===== src/rtl/riscv_pipe_pkg.sv =====
// Shared pipeline types: register index width, stage shadow record, forward-select codes.
package riscv_pipe_pkg;

    localparam int unsigned REG_ADDR_W = 5;

    typedef logic [REG_ADDR_W-1:0] reg_addr_t;

    // One pipeline stage's view of the instruction it holds.
    typedef struct packed {
        logic      valid;
        reg_addr_t rd;
        logic      we;
        logic      load;
    } stage_shadow_t;

    // Select code for the ID-stage operand forwarding mux.
    typedef enum logic [1:0] {
        FwdNone    = 2'b00,
        FwdMemRead = 2'b01,
        FwdAlu     = 2'b10
    } fwd_sel_e;

    // True when a live ID source operand is produced by the given stage (x0 never matches).
    function automatic logic reg_match(logic id_valid, logic uses, reg_addr_t rs,
                                       stage_shadow_t st);
        return id_valid & uses & (rs != '0) & st.valid & st.we & (st.rd == rs);
    endfunction

    // MEM-stage hit picks load data or the registered ALU result.
    function automatic fwd_sel_e fwd_select(logic hit, logic load);
        if (!hit) begin
            return FwdNone;
        end
        return load ? FwdMemRead : FwdAlu;
    endfunction

endpackage


===== src/rtl/branch_hazard_detector_if.sv =====
// ID-stage hazard bus: decoded operand info in, stall/bubble/forward controls out.
interface branch_hazard_detector_if #(
    parameter int unsigned CNT_W = 16
);
    import riscv_pipe_pkg::*;

    logic             id_valid;
    logic             id_is_branch;
    logic             id_uses_rs1;
    logic             id_uses_rs2;
    reg_addr_t        id_rs1;
    reg_addr_t        id_rs2;
    reg_addr_t        id_rd;
    logic             id_reg_write;
    logic             id_mem_read;
    logic             flush;
    logic             stall;
    logic             ex_bubble;
    logic [CNT_W-1:0] stall_count;
    fwd_sel_e         fwd_rs1;
    fwd_sel_e         fwd_rs2;

    // Decode stage side.
    modport master (
        output id_valid, id_is_branch, id_uses_rs1, id_uses_rs2, id_rs1, id_rs2, id_rd,
               id_reg_write, id_mem_read, flush,
        input  stall, ex_bubble, stall_count, fwd_rs1, fwd_rs2
    );

    // Hazard unit side.
    modport slave (
        input  id_valid, id_is_branch, id_uses_rs1, id_uses_rs2, id_rs1, id_rs2, id_rd,
               id_reg_write, id_mem_read, flush,
        output stall, ex_bubble, stall_count, fwd_rs1, fwd_rs2
    );

endinterface


===== src/rtl/stage_shadow_reg.sv =====
// One stage shadow record: bubble clears the record, enable loads it.
module stage_shadow_reg
    import riscv_pipe_pkg::*;
(
    input  logic          clk,
    input  logic          rst,
    input  logic          en,
    input  logic          bubble,
    input  stage_shadow_t d,
    output stage_shadow_t q
);

    // Record register; bubble wins over load.
    always_ff @(posedge clk or posedge rst) begin
        if (rst) begin
            q <= '0;
        end else if (bubble) begin
            q <= '0;
        end else if (en) begin
            q <= d;
        end
    end

endmodule


===== src/rtl/branch_hazard_detector.sv =====
// ID-stage hazard unit: shadows EX/MEM destinations, stalls on hazards MEM forwarding
// cannot cover, drives MEM forward selects and counts stall cycles.
module branch_hazard_detector
    import riscv_pipe_pkg::*;
#(
    parameter int unsigned CNT_W = 16
) (
    input logic                     clk,
    input logic                     rst,
    branch_hazard_detector_if.slave bus
);

    stage_shadow_t    ex_d;
    stage_shadow_t    ex_q;
    stage_shadow_t    mem_q;
    logic             ex_kill;
    logic             ex_hit1;
    logic             ex_hit2;
    logic             mem_hit1;
    logic             mem_hit2;
    logic             hazard;
    logic             stall;
    logic [CNT_W-1:0] stall_count_q;

    // Operand comparators and hazard decision; flush overrides any stall.
    always_comb begin
        ex_hit1  = reg_match(bus.id_valid, bus.id_uses_rs1, bus.id_rs1, ex_q);
        ex_hit2  = reg_match(bus.id_valid, bus.id_uses_rs2, bus.id_rs2, ex_q);
        mem_hit1 = reg_match(bus.id_valid, bus.id_uses_rs1, bus.id_rs1, mem_q);
        mem_hit2 = reg_match(bus.id_valid, bus.id_uses_rs2, bus.id_rs2, mem_q);
        // Branches need operands now, so any EX producer stalls; otherwise only a load does.
        hazard   = (ex_hit1 | ex_hit2) & (bus.id_is_branch | ex_q.load);
        stall    = hazard & ~bus.flush;
    end

    // Next EX record: the ID instruction unless it is held, killed or absent.
    always_comb begin
        ex_d.valid = 1'b1;
        ex_d.rd    = bus.id_rd;
        ex_d.we    = bus.id_reg_write;
        ex_d.load  = bus.id_mem_read;
        ex_kill    = stall | bus.flush | ~bus.id_valid;
    end

    stage_shadow_reg u_ex_shadow (
        .clk    (clk),
        .rst    (rst),
        .en     (1'b1),
        .bubble (ex_kill),
        .d      (ex_d),
        .q      (ex_q)
    );

    stage_shadow_reg u_mem_shadow (
        .clk    (clk),
        .rst    (rst),
        .en     (1'b1),
        .bubble (1'b0),
        .d      (ex_q),
        .q      (mem_q)
    );

    // Saturating stall-cycle counter.
    always_ff @(posedge clk or posedge rst) begin
        if (rst) begin
            stall_count_q <= '0;
        end else if (stall && (stall_count_q != {CNT_W{1'b1}})) begin
            stall_count_q <= stall_count_q + CNT_W'(1);
        end
    end

    assign bus.stall       = stall;
    assign bus.ex_bubble   = stall | bus.flush;
    assign bus.stall_count = stall_count_q;
    assign bus.fwd_rs1     = fwd_select(mem_hit1, mem_q.load);
    assign bus.fwd_rs2     = fwd_select(mem_hit2, mem_q.load);

endmodule

===== src/flat_wrapper.sv =====
// flat-port wrapper written by rule: the top's interface ports become plain ports
module branch_hazard_detector_flat import riscv_pipe_pkg::*;
#(
    parameter int unsigned CNT_W = 16
)
  (clk, rst, bus_id_valid, bus_id_is_branch, bus_id_uses_rs1, bus_id_uses_rs2, bus_id_rs1, bus_id_rs2, bus_id_rd, bus_id_reg_write, bus_id_mem_read, bus_flush, bus_stall, bus_ex_bubble, bus_stall_count, bus_fwd_rs1, bus_fwd_rs2);
  branch_hazard_detector_if #(.CNT_W(CNT_W)) bus_i ();
  input logic clk;
  input logic rst;
  input wire logic [$bits(bus_i.id_valid)-1:0] bus_id_valid;
  input wire logic [$bits(bus_i.id_is_branch)-1:0] bus_id_is_branch;
  input wire logic [$bits(bus_i.id_uses_rs1)-1:0] bus_id_uses_rs1;
  input wire logic [$bits(bus_i.id_uses_rs2)-1:0] bus_id_uses_rs2;
  input wire logic [$bits(bus_i.id_rs1)-1:0] bus_id_rs1;
  input wire logic [$bits(bus_i.id_rs2)-1:0] bus_id_rs2;
  input wire logic [$bits(bus_i.id_rd)-1:0] bus_id_rd;
  input wire logic [$bits(bus_i.id_reg_write)-1:0] bus_id_reg_write;
  input wire logic [$bits(bus_i.id_mem_read)-1:0] bus_id_mem_read;
  input wire logic [$bits(bus_i.flush)-1:0] bus_flush;
  output wire logic [$bits(bus_i.stall)-1:0] bus_stall;
  output wire logic [$bits(bus_i.ex_bubble)-1:0] bus_ex_bubble;
  output wire logic [$bits(bus_i.stall_count)-1:0] bus_stall_count;
  output wire logic [$bits(bus_i.fwd_rs1)-1:0] bus_fwd_rs1;
  output wire logic [$bits(bus_i.fwd_rs2)-1:0] bus_fwd_rs2;
  assign bus_i.id_valid = bus_id_valid;
  assign bus_i.id_is_branch = bus_id_is_branch;
  assign bus_i.id_uses_rs1 = bus_id_uses_rs1;
  assign bus_i.id_uses_rs2 = bus_id_uses_rs2;
  assign bus_i.id_rs1 = bus_id_rs1;
  assign bus_i.id_rs2 = bus_id_rs2;
  assign bus_i.id_rd = bus_id_rd;
  assign bus_i.id_reg_write = bus_id_reg_write;
  assign bus_i.id_mem_read = bus_id_mem_read;
  assign bus_i.flush = bus_flush;
  assign bus_stall = bus_i.stall;
  assign bus_ex_bubble = bus_i.ex_bubble;
  assign bus_stall_count = bus_i.stall_count;
  assign bus_fwd_rs1 = bus_i.fwd_rs1;
  assign bus_fwd_rs2 = bus_i.fwd_rs2;
  branch_hazard_detector #(.CNT_W(CNT_W)) u_core (.clk(clk), .rst(rst), .bus(bus_i));
endmodule

===== config.mk =====
export PLATFORM = sky130hd
export DESIGN_NAME = branch_hazard_detector_flat
export DESIGN_NICKNAME = d
export VERILOG_FILES = /design/src/rtl/riscv_pipe_pkg.sv /design/src/rtl/branch_hazard_detector_if.sv /design/src/rtl/stage_shadow_reg.sv /design/src/rtl/branch_hazard_detector.sv /design/src/flat_wrapper.sv
export SDC_FILE = /design/constraint.sdc
export NUM_CORES = 1
export LEC_CHECK = 0
export BUFFER_PORTS_ARGS = -buffer_cell sky130_fd_sc_hd__buf_2
export CORE_MARGIN = 2
export CORE_UTILIZATION = 45
export CTS_CLUSTER_SIZE = 25
export DETAILED_ROUTE_END_ITERATION = 8
export PLACE_DENSITY = 0.71
export SLEW_MARGIN = 20
export SYNTH_ARGS = -nofsm -noshare
export SYNTH_HDL_FRONTEND = slang
export SYNTH_SLANG_ARGS = --single-unit

===== constraint.sdc =====
create_clock -name clk -period 2.5 [get_ports clk]
set_clock_uncertainty 0.1 [all_clocks]
set_input_delay 0.25 -clock clk [delete_from_list [all_inputs] [get_ports clk]]
set_output_delay 0.25 -clock clk [all_outputs]
set_load 0.03 [all_outputs]

==> results.cfg <==
[power]
p_total_mw = 0.936
leakage_nw = 0.990
p_per_area_nw_per_um2 = 466
power.internal_mw = 0.727
switchingPower_mw = 0.210
switching_share_pct = 22.4
sequentialPowerShare_pct = 57.4
pwr-share-clk_pct = 33.4
combinationalPowerShare_pct = 9.2
ir_drop_v = 0.000216

[place]
hpwl_um = 2640
gp_congestion = 0.967
place_ws_ns = 0.325
dp.cells = 239
io_buffers = 45

[synth]
post-synth-top-count-cell = dfrtp_1
syn_nets = 172
async_flop_share_pct = 100
synth_enable_flop_cells = 0
ys.flop_type = dfrtp_1
synth_top_cell_area_share_pct = 49.2
synthCells = 147
avgSynthCellArea_um2 = 11.1
synth_warnings = 0
yosys.area.top_type = dfrtp_1
ys_seq_area_share_pct = 49.2
yosys-top-cells-count = 32 x dfrtp_1, 25 x xnor2_1, 12 x nand4_1, 11 x and3_1, 10 x nand3_1
synth_cell_types = 28
ys_seq_elements = 32
synth_area_um2 = 1630
synth_top_cells_by_area = dfrtp_1 49%, xnor2_1 13%, xor2_1 4.8%

[setup_path]
endpoint_kind = output pin
start_kind = register
crit_arrival_ns = 1.96
r2r_cells = 6
criticalPathCategory = register to output pin
cp.required_ns = 2.15
crit_fanout = 4

[timing]
fin_ws_ns = 0.187
hold_viol = 0
fin_crit_ns = 2.31
timing.slew.headroom_pct = 65.2
setup_viol = 0
max_freq_ghz = 0.432
maxSlewViolCount = 0
tightest_slew_ns = 0.520
period_share_pct = 92.5
rsz0062_at_grt = false
tns_ns = 0

[final_layout]
area_growth_pct = 23.5
drive_above_1_share_pct = 31.5
final_cells = 249
diodes = 0
final_nets = 228

[cts]
cts_tree = yes
h-tree-depth = 2
root_buffer = clkbuf_4
cts_resized = 0
cts.reportedPaths.clkPinSlew_ns = 0.08
clock_sinks = 32
clock_path_buffers = 2
cts_made_buffers = 5
clock_latency_ns = 0.32

[die]
core_area_um2 = 3420
die-width_um = 64.1
io_pins = 46
start_util_pct = 47.7
dieArea_um2 = 4110
std_cell_rows = 21
die_h_um = 64.1

[detailed_routing]
dr.first_iter.drc_count = 69
drcViolationCount = 0
vias = 1336
routed_wl_um = 3480
drt_first_pass_iters = 4
vias_per_cell = 5.37
wire_per_inst_um = 14.0
ant_nets = 0

[grt]
antenna_found_initial = 0
first_global_vias = 1322
track_usage_pct = 19.0
grt_pass1_wl_um = 5990
grt_max_degree = 33
overflow = 0

[worst_hold_path]
worstHoldPathType = primary input to register
min_delay_path_depth = 2

[flow_run]
max-cap-violations = 0

[run_status]
outcome = finished, final reports clean
[timing repair]
action	4_1_cts	5_1_grt
hold buffers	1	0
endpoints found under the setup margin	1	1
setup buffers	2	0
cloned	0	0
hold endpoints to repair	32	0
pin swaps	1	1
[sequential cells by signal, indices dropped and copies added (netlist names)]
signal	flops
u_core.bus.stall_count	16
u_core.u_ex_shadow.q	8
u_core.u_mem_shadow.q	8
[worst max-delay path: stages (launching register included)]
cell,delay (ns)
dfrtp_1,0.43
xor2_1,0.17
nor3_1,0.22
nand3_1,0.15
o22ai_4,0.21
nand2_1,0.10
nor2_1,0.14
buf_2,0.22
[final cells by class]
cell class                 count  area, um^2
inverter                       3        11.3
clock buffer                   7        65.1
fill                         308        1410
tap                           46        57.6
multi-input combinational    111         811
sequential                    32         801
timing repair buffer          50         265
[worst paths after layout]
check | start | end | slack, ns
max in group asynchronous | rst | u_core.bus.stall_count[12] | 1.58
hold / removal | bus_id_rd[0] | u_core.u_ex_shadow.q[2] | 0.06
setup / recovery | u_core.u_ex_shadow.q[2] | bus_stall | 0.19
min in group asynchronous | rst | u_core.bus.stall_count[8] | 0.44
setup reg to reg | u_core.bus.stall_count[2] | u_core.bus.stall_count[1] | 0.36
hold reg to reg | u_core.u_ex_shadow.q[7] | u_core.u_mem_shadow.q[7] | 0.30
[cell usage in the layout (no fill, tap or decap), drive strengths merged]
master	instances
a21oi	1
and2	5
and3	11
and4	1
buf	49
clkbuf	7
dfrtp	32
dlygate4sd3	1
ha	1
inv	3
mux2	1
mux2i	1
nand2	7
nand3	10
nand4	12
nand4b	1
nor2	6
nor2b	2
nor3	5
nor4	5
o211a	1
o211ai	4
o22ai	1
or4	2
xnor2	25
xor2	9
[layer usage]
metal | wire, um | up-vias | GRT usage, %
met5 | 0 | - | 0
met4 | 65 | 0 | 7.45
met3 | 199 | 8 | 5.11
met2 | 1590 | 42 | 30.3
met1 | 1620 | 647 | 24.7
li1 | - | 639 | -
[per-stage QoR]
step / utilization [%] / hold slack (ns) / area, um^2
after global placement: 56.2 / 0.236 / 1920
after CTS: 58.9 / 0.0474 / 2010
final: 58.9 / 0.0614 / 2010
after floorplan: - / 0.266 / 1630
after global routing: 58.9 / 0.0449 / 2010
after detailed placement: 56.2 / 0.247 / 1920
[power groups by stage]
stage | Clock, mW | Combinational, mW | Sequential (mW)
global placement | 0 | 0.0823 | 0.547
detailed placement | 0 | 0.0848 | 0.548
CTS | 0.325 | 0.0871 | 0.538
floorplan | 0 | 0.0471 | 0.545
finish | 0.312 | 0.0863 | 0.538
global route | 0.347 | 0.0974 | 0.539
[cell families (layout without fill, tap and decap cells)]
family | count (synthesis) | after routing | share of synthesized area, %
flip-flops | 32 | 32 | 49.2
AO/OA/AOI/OAI | 7 | 7 | 5.30
adder cells (fa/ha/maj) | 1 | 1 | 0.769
XOR/XNOR | 34 | 34 | 18.3
multiplexers | 2 | 2 | 1.54
AND/OR/NAND/NOR | 67 | 67 | 23.9
buffers and inverters | 4 | 60 | 0.999
No activity file was read; power rests on OpenSTA's default activity.
